$ cat src/rtl/panel_pkg.sv
// Shared constants and types for the KA10 operator-panel host master.
// Holds the slave address map, key bit positions and the FSM state encoding.
package panel_pkg;

  localparam logic [5:0] PANEL_KEY_SET   = 6'o00;
  localparam logic [5:0] PANEL_KEY_CLR   = 6'o01;
  localparam logic [5:0] PANEL_IND_FIRST = 6'o10;
  localparam logic [5:0] PANEL_IND_LAST  = 6'o35;

  localparam int DEP_NXT   = 0;
  localparam int SING_INST = 19;

  typedef enum logic [2:0] {
    ST_INIT,
    ST_IDLE,
    ST_RD,
    ST_WR_SET,
    ST_WR_CLR
  } host_state_e;

  // Mask with the low 'bits' positions set, as used for the release-all write.
  function automatic logic [31:0] low_ones(input int bits);
    logic [31:0] m;
    m = '0;
    for (int i = 0; i < 32; i++) begin
      if (i < bits) m[i] = 1'b1;
    end
    return m;
  endfunction

endpackage

$ cat src/rtl/key_edge_sync.sv
// Two-flop synchronizer followed by a rising-edge detector for momentary keys.
// A level held high yields a single one-cycle pulse on 'rise'.
module key_edge_sync #(
  parameter int WIDTH = 20
) (
  input  logic             clk,
  input  logic             reset,
  input  logic [WIDTH-1:0] async_in,
  output logic [WIDTH-1:0] rise
);

  logic [WIDTH-1:0] meta_q, meta_d;
  logic [WIDTH-1:0] sync_q, sync_d;
  logic [WIDTH-1:0] prev_q, prev_d;

  always_comb begin
    meta_d = async_in;
    sync_d = meta_q;
    prev_d = sync_q;
  end

  always_ff @(posedge clk) begin
    if (!reset) begin
      meta_q <= '0;
      sync_q <= '0;
      prev_q <= '0;
    end else begin
      meta_q <= meta_d;
      sync_q <= sync_d;
      prev_q <= prev_d;
    end
  end

  assign rise = sync_q & ~prev_q;

endmodule

$ cat src/rtl/panel_host_master.sv
// Avalon-MM master that scans the panel indicator window into a shadow file
// and turns key presses into timed set/clear write pairs on the panel slave.
module panel_host_master
  import panel_pkg::*;
#(
  parameter int unsigned HOLD_CYCLES = 1000,
  parameter logic [5:0]  SCAN_FIRST  = 6'o10,
  parameter logic [5:0]  SCAN_LAST   = 6'o35,
  parameter int unsigned KEY_BITS    = 20
) (
  input  logic                clk,
  input  logic                reset,
  output logic [5:0]          m_address,
  output logic                m_read,
  output logic                m_write,
  output logic [31:0]         m_writedata,
  input  logic [31:0]         m_readdata,
  input  logic                m_waitrequest,
  input  logic [KEY_BITS-1:0] key_in,
  input  logic [5:0]          lt_addr,
  output logic [31:0]         lt_data,
  output logic                scan_done
);

  localparam int NWORDS = int'(SCAN_LAST) - int'(SCAN_FIRST) + 1;
  localparam int CNT_W  = (HOLD_CYCLES > 1) ? $clog2(HOLD_CYCLES) : 1;
  localparam logic [CNT_W-1:0] HOLD_RELOAD = CNT_W'(HOLD_CYCLES - 1);

  host_state_e state_q, state_d;

  logic                m_read_q, m_read_d;
  logic                m_write_q, m_write_d;
  logic [5:0]          m_address_q, m_address_d;
  logic [31:0]         m_writedata_q, m_writedata_d;

  logic [KEY_BITS-1:0] pending_q, pending_d;
  logic [KEY_BITS-1:0] held_q, held_d;
  logic [KEY_BITS-1:0] key_rise;
  logic [KEY_BITS-1:0] cap_mask;
  logic [CNT_W-1:0]    hold_cnt_q, hold_cnt_d;
  logic [5:0]          scan_ptr_q, scan_ptr_d;
  logic [31:0]         shadow_q [NWORDS];
  logic [31:0]         shadow_d [NWORDS];
  logic [31:0]         lt_data_q, lt_data_d;
  logic                scan_done_q, scan_done_d;

  logic bus_done, rd_done, set_done, clr_done;

  key_edge_sync #(.WIDTH(KEY_BITS)) u_key_sync (
    .clk      (clk),
    .reset    (reset),
    .async_in (key_in),
    .rise     (key_rise)
  );

  // The write data register doubles as the mask captured on entry to a write.
  assign cap_mask = m_writedata_q[KEY_BITS-1:0];
  assign bus_done = (m_read_q | m_write_q) & ~m_waitrequest;
  assign rd_done  = (state_q == ST_RD) & bus_done;
  assign set_done = (state_q == ST_WR_SET) & bus_done;
  assign clr_done = (state_q == ST_WR_CLR) & bus_done;

  always_ff @(posedge clk) begin
    if (!reset) state_q <= ST_INIT;
    else        state_q <= state_d;
  end

  always_comb begin
    state_d = state_q;
    unique case (state_q)
      ST_IDLE: begin
        if ((held_q != '0) && (hold_cnt_q == '0)) state_d = ST_WR_CLR;
        else if (pending_q != '0)                 state_d = ST_WR_SET;
        else                                      state_d = ST_RD;
      end
      ST_INIT, ST_RD, ST_WR_SET, ST_WR_CLR: begin
        if (bus_done) state_d = ST_IDLE;
      end
      default: state_d = ST_INIT;
    endcase
  end

  // Bus outputs are registered, so they follow the state being entered.
  always_comb begin
    m_read_d      = 1'b0;
    m_write_d     = 1'b0;
    m_address_d   = m_address_q;
    m_writedata_d = m_writedata_q;
    unique case (state_d)
      ST_INIT: begin
        m_write_d     = 1'b1;
        m_address_d   = PANEL_KEY_CLR;
        m_writedata_d = low_ones(KEY_BITS);
      end
      ST_RD: begin
        m_read_d    = 1'b1;
        m_address_d = scan_ptr_q;
      end
      ST_WR_SET: begin
        m_write_d   = 1'b1;
        m_address_d = PANEL_KEY_SET;
        if (state_q != ST_WR_SET) m_writedata_d = 32'(pending_q);
      end
      ST_WR_CLR: begin
        m_write_d   = 1'b1;
        m_address_d = PANEL_KEY_CLR;
        if (state_q != ST_WR_CLR) m_writedata_d = 32'(held_q);
      end
      default: ;
    endcase
  end

  always_comb begin
    pending_d  = pending_q | key_rise;
    held_d     = held_q;
    hold_cnt_d = (hold_cnt_q != '0) ? hold_cnt_q - CNT_W'(1) : hold_cnt_q;
    if (set_done) begin
      pending_d  = (pending_q & ~cap_mask) | key_rise;
      held_d     = held_q | cap_mask;
      hold_cnt_d = HOLD_RELOAD;
    end
    if (clr_done) held_d = held_q & ~cap_mask;
  end

  always_comb begin
    scan_ptr_d  = scan_ptr_q;
    scan_done_d = 1'b0;
    shadow_d    = shadow_q;
    if (rd_done) begin
      for (int i = 0; i < NWORDS; i++) begin
        if (scan_ptr_q == SCAN_FIRST + 6'(i)) shadow_d[i] = m_readdata;
      end
      if (scan_ptr_q == SCAN_LAST) begin
        scan_ptr_d  = SCAN_FIRST;
        scan_done_d = 1'b1;
      end else begin
        scan_ptr_d = scan_ptr_q + 6'd1;
      end
    end
    // Reads shadow_q, so a same-cycle scan write is seen one cycle later.
    lt_data_d = '0;
    for (int i = 0; i < NWORDS; i++) begin
      if (lt_addr == SCAN_FIRST + 6'(i)) lt_data_d = shadow_q[i];
    end
  end

  always_ff @(posedge clk) begin
    if (!reset) begin
      m_read_q      <= 1'b0;
      m_write_q     <= 1'b0;
      m_address_q   <= '0;
      m_writedata_q <= '0;
      pending_q     <= '0;
      held_q        <= '0;
      hold_cnt_q    <= '0;
      scan_ptr_q    <= SCAN_FIRST;
      lt_data_q     <= '0;
      scan_done_q   <= 1'b0;
      for (int i = 0; i < NWORDS; i++) shadow_q[i] <= '0;
    end else begin
      m_read_q      <= m_read_d;
      m_write_q     <= m_write_d;
      m_address_q   <= m_address_d;
      m_writedata_q <= m_writedata_d;
      pending_q     <= pending_d;
      held_q        <= held_d;
      hold_cnt_q    <= hold_cnt_d;
      scan_ptr_q    <= scan_ptr_d;
      lt_data_q     <= lt_data_d;
      scan_done_q   <= scan_done_d;
      for (int i = 0; i < NWORDS; i++) shadow_q[i] <= shadow_d[i];
    end
  end

  assign m_read      = m_read_q;
  assign m_write     = m_write_q;
  assign m_address   = m_address_q;
  assign m_writedata = m_writedata_q;
  assign lt_data     = lt_data_q;
  assign scan_done   = scan_done_q;

endmodule

$ cat config.mk
export PLATFORM = sky130hd
export DESIGN_NAME = panel_host_master
export DESIGN_NICKNAME = d
export VERILOG_FILES = /design/src/rtl/panel_pkg.sv /design/src/rtl/key_edge_sync.sv /design/src/rtl/panel_host_master.sv
export SDC_FILE = /design/constraint.sdc
export NUM_CORES = 2
export LEC_CHECK = 0
export CELL_PAD_IN_SITES_DETAIL_PLACEMENT = 1
export CELL_PAD_IN_SITES_GLOBAL_PLACEMENT = 2
export CORE_ASPECT_RATIO = 0.7
export CORE_MARGIN = 2
export CORE_UTILIZATION = 37
export CTS_CLUSTER_SIZE = 14
export DETAILED_ROUTE_END_ITERATION = 6
export PLACE_DENSITY = 0.84
export SETUP_SLACK_MARGIN = 0.2
export SLEW_MARGIN = 5
export SYNTH_ARGS = -nofsm -noshare
export SYNTH_HDL_FRONTEND = slang
export SYNTH_HIERARCHICAL = 1
export SYNTH_SLANG_ARGS = --single-unit
export TNS_END_PERCENT = 30
$ cat constraint.sdc
create_clock -name clk -period 3.1 [get_ports clk]
set_input_delay 0.775 -clock clk [delete_from_list [all_inputs] [get_ports clk]]
set_output_delay 0.775 -clock clk [all_outputs]
set_load 0.05 [all_outputs]
# Word-level counts from Yosys, hierarchy flattened
# Index checks and enable logic that the tools add are counted.
# op_classes
eq_ne	55
n_reduce_logical	39
bitwise_logic	15
mux	39
addsub	2
# ops
cell	n
two-way mux 32 bit	24
== test 6 x 5 -> 1 bit (second input constant)	28
== test 6 x 4 -> 1 bit (second input constant)	16
case mux 32 bit (3 select lines)	1
bitwise AND 20 bit	3
two-way mux 20 bit	3
OR 20 bit	3
AND reduction 2 bit	23
inverter 20 bit	2
nonzero test 20 bit	2
two-way mux 10 bit	2
case mux 6 bit (3 select lines)	1
== test 3 x 2 -> 1 bit (second input constant)	4
logical NOT 10 bit	1
nonzero test 10 bit	1
subtractor 10 x 1 -> 10 bit (second input constant)	1
adder 6 x 1 -> 6 bit (second input constant)	1
== test 3 bit (second input constant)	2
logical NOT 3 bit	2
two-way mux 3 bit	2
two-way mux 6 bit	1
case mux 3 bit (2 select lines)	1
nonzero test 3 bit	2
bitwise AND 1 bit	4
other kinds (13)	20
# totals
inputBits	61
word_cells	187
output_inout_bits	73
regBits	896

# Longest topological paths before layout
# depth
word_depth	23
ltp_mapped	10
ltp_nobuf	8

# Hierarchy
# The synthesis kept the hierarchy.
# by_module_without_submodules
module	seq_area_each_um2	instances	area_each_um2	cells_per_inst
panel_host_master	16495.8	1	35340.1	4627
key_edge_sync	1201.2	1	1756.7	146

# Worst setup path before layout
# OpenSTA, ideal clock, no wires.
# synth_timing
path_kind	input port to flip-flop
from	in lt_addr[5]
to	reg lt_data_q[16], in the netlist lt_data[16]
required_ns	3.030
setup_ns	0.070
n_path_buf	3
slack_ns	0.366
arrival_ns	2.665
stages	8
cell_sequence	clkbuf_1 or4b_2 clkbuf_1 clkbuf_1 o21ai_0 o221ai_1 a2111o_1 a21oi_1
# synth_between
elab_chain_cells	23
word_cells_on_any_way	44
# synth_rtl
item	line_no	text
start, declared	panel_host_master.sv:20	input logic [5:0] lt_addr,
== test 6 x 4 -> 1 bit	panel_host_master.sv:143	if (lt_addr == SCAN_FIRST + 6'(i)) lt_data_d = shadow_q[i];
two-way mux 32 bit (21 in a row)	panel_host_master.sv:143	
two-way mux 32 bit (*)	panel_host_master.sv:143	
end signal, assigned	panel_host_master.sv:169	lt_data_q <= lt_data_d;
end, declared	panel_host_master.sv:44	logic [31:0] lt_data_q, lt_data_d;
# Mark *: on every way between the ends. The rest lies on a longest branch, timed or not.
# A chain may end at the register's enable or synchronous reset.

# Worst setup path in the final report
# layout_timing
from	in lt_addr[3]
to	reg lt_data_q[9], in the netlist lt_data[9]
# The elaborated chain is that of the path after synthesis.

==> results.yml <==
setup_path:
  startpoint: "lt_addr[3]"
  worst_ep_required_time_ns: 3.71
  critPathSlowestCell: "or4b_2"
  path_delay_family: "simple AND/OR/NAND/NOR gates"
  timing.rr.start: "hold_cnt_q[4]"
  reg2reg_depth: 7
  path_buf_inv: 3
  worst-setup-path-type: "in2reg"
  cp.depth: 9
  worstSetupStartpointType: "input port"
  cpPeakStageDelay_ns: 0.82
  crit_chain: "clkdlybuf4s50_1 -> buf_4 -> or4b_2 -> nor3_1 -> a211oi_1 -> o311ai_0 -> buf_4 -> a31oi_1 -> nor3_1"
  arrival_ns: 3.56
  worst-path-max-fanout: 9
  end_kind: "flip-flop"
routing:
  routed-via-count: 36047
  dr.first_iter.drc_count: 3368
  antenna_left: 0
  first_pass_iters: 5
  wire_per_inst_um: 24.42
  drc: 0
  viasPerCell: 5.723
  drt_wl_total_um: 153800
floorplanning:
  dieArea_mm2: 0.1029
  coreArea_mm2: 0.09976
  num_io_pins: 134
  rows: 97
  fp.dieH_um: 268.9
  start_util: 0.3718
  die_w_um: 382.5
clock_tree:
  clockRootBuffer: "clkbuf_16"
  cts_buffers: 89
  clock-sinks: 884
  clk_latency_ns: 0.71
  cts_buffer_depth: 3
  post_cts_buffers: 0
  cts_tree: "yes"
  clk_pin_slew_ns: 0.06
  cts.htree.levels: 3
synth:
  synthCells: 4773
  synthTopCellsByArea: "dfxtp_1, nand2_1, a21oi_1"
  synth_cell_types: 85
  async_reset_ff_frac: 0
  ys_seq_area_frac: 0.4770
  syn_area_mm2: 0.03710
  syn-mean-instance-area_um2: 7.772
  synth_top_cell_area_share: 0.4770
  ys_ff_latch: 884
  synth_top_cell_by_area: "dfxtp_1"
  synth-main-ff-cell: "dfxtp_1"
  synth_edf_count: 0
  ys_warn_count: 6
sta:
  slew_headroom: 0.3980
  max_freq_ghz: 0.3391
  finClkSkew_ns: 0.02349
  slew_violations: 0
  hold-worst-slack_ns: 0.4254
  rsz0062_at_grt: "yes"
  worst_pin_slew_ns: 0.8996
  post-route-min-period_ns: 2.949
  fin_crit_sh: 0.9512
  hold_viol_final: 0
  setup_viol: 0
  setup_ws_ns: 0.1513
placed_design:
  placed_cells: 6134
  finalWeightedCongestion: 0.8952
  portBuffers: 121
  dp_slack_ns: -0.6109
  dpl.hpwl_um: 103800
layout:
  drive_above_1_share: 0.1249
  areaGrowthSynthToFinish_pct: 21.30
  fin_cells: 6299
  utilization: 0.4510
  num-fill-cells: 11914
  final_nets: 4955
grt:
  antenna_found_initial: 2
  grt_pass1_wl_um: 230300
  grt_max_degree: 135
  grt_pass1_vias: 36173
  grt_overflow: 0
  grtUsageTotal: 0.2921
status:
  run_status: "finished, final reports clean"
job:
  maxCapViolCount: 0
hold_path:
  hold_path_class: "reg2reg"
  hold_start: "u_key_sync/meta_q[4]"
  whs_path_depth: 1
power:
  p_leak_nw: 15.44
  irDropWorstVdd_uv: 403.6
  powerDensity_mw_per_mm2: 593.0
where the power goes:
| part | internal [mW] | switching [mW] |
|---|---|---|
| sequential | 11.6 | 0.324 |
| combinational | 1.05 | 2.16 |
| clock | 6.61 | 4.90 |
worst reg2reg max path, cell delays in order, from the launching register on:
cell      delay (ns)
dfxtp_1         0.35
or4_4           0.57
or4_4           0.66
o21bai_4        0.26
a32oi_2         0.24
buf_4           0.33
o21ai_1         0.11
a31oi_1         0.17
stage by stage:
step | total power, mW | setup TNS [ns] | instance area, um^2
detailed placement | 15.38 | -9.575 | 41910
CTS | 26.78 | 0 | 44990
finish | 26.68 | 0 | 45000
global route | 27.51 | 0 | 44990
floorplan | 14.08 | 0 | 37140
global placement | 15.33 | -7.675 | 41910
layer usage:
layer | up-vias | GRT usage | wire [um]
li1 | 16395 | - | -
met1 | 18306 | 0.4237 | 72760
met2 | 1151 | 0.4554 | 68000
met3 | 195 | 0.04387 | 9761
met4 | 0 | 0.06810 | 3277
met5 | - | 0 | 0
synth_stat cells, drive strengths merged (10+ instances only):
cell type / count
a22o: 11
o21ai: 113
a211oi: 46
buf: 97
nor3: 43
nor4: 23
dfxtp: 884
clkbuf: 358
and3: 24
nand3: 34
nor2b: 28
a22oi: 31
inv: 10
nand2b: 12
mux2i: 66
a221oi: 24
o2bb2ai: 21
nor2: 142
mux2: 25
nand2: 1561
a31oi: 48
mux4: 29
a21oi: 838
o22ai: 66
and2: 67
worst paths after layout:
path                                to  slack [ns]
setup / recovery            lt_data[9]        0.15
hold / removal    u_key_sync/prev_d[4]        0.43
setup reg to reg        m_writedata[9]        0.36
hold reg to reg   u_key_sync/prev_d[4]        0.43
cell families (layout without fill, tap and decap cells):
group	count (synthesis)	count (layout)	synth area share
simple gates	1991	1991	0.2225
compound gates	1298	1298	0.2009
flops	884	884	0.4770
buf+inv	466	644	0.05282
mux	120	120	0.04300
xor+xnor	8	8	0.001889
fa+ha+maj	5	5	0.001686
other cells	1	13	0.0001011
sequential cells by signal (all words and copies together), names as in the netlist, named ones only:
signal             count
scan_done              1
m_read                 1
lt_data               32
pending_q             20
m_writedata           20
scan_ptr_q             6
m_write                1
shadow_q             704
u_key_sync/prev_d     20
u_key_sync/meta_q     20
hold_cnt_q            10
u_key_sync/prev_q     20
state_q                3
m_address              6
cells in the final DEF, fill, tap and decap left out, drive strengths merged, types with 17 or more instances in the layout:
cell,n
a22oi,31
dfxtp,884
clkinv,17
mux2i,66
nor2b,28
buf,351
o2bb2ai,21
and2,67
clkdlybuf4s50,117
nand2,1561
nand3,34
mux4,29
a221oi,24
a21oi,838
a211oi,46
o21ai,113
nor3,43
nor2,142
o22ai,66
nor4,23
clkbuf,139
and3,24
a31oi,48
mux2,25
what timing repair did:
item	in CTS	in global routing
gates resized for setup	1	2
hold buffers	0	0
endpoints found under the setup margin	1	9
pin swaps	0	0
cell type report:
type,count,area (um^2),share of cell area
flip-flops and latches,884,17700,0.3933
multi-input cells,3434,17620,0.3916
repair buffers,469,4885,0.1086
clock buffers,138,2745,0.06101
well taps,1336,1672,0.03715
clock inverters,26,327.8,0.007285
inverters,11,48.80,0.001084
diodes,1,2.502,0.00005561
(Power assumes the default switching activity.)
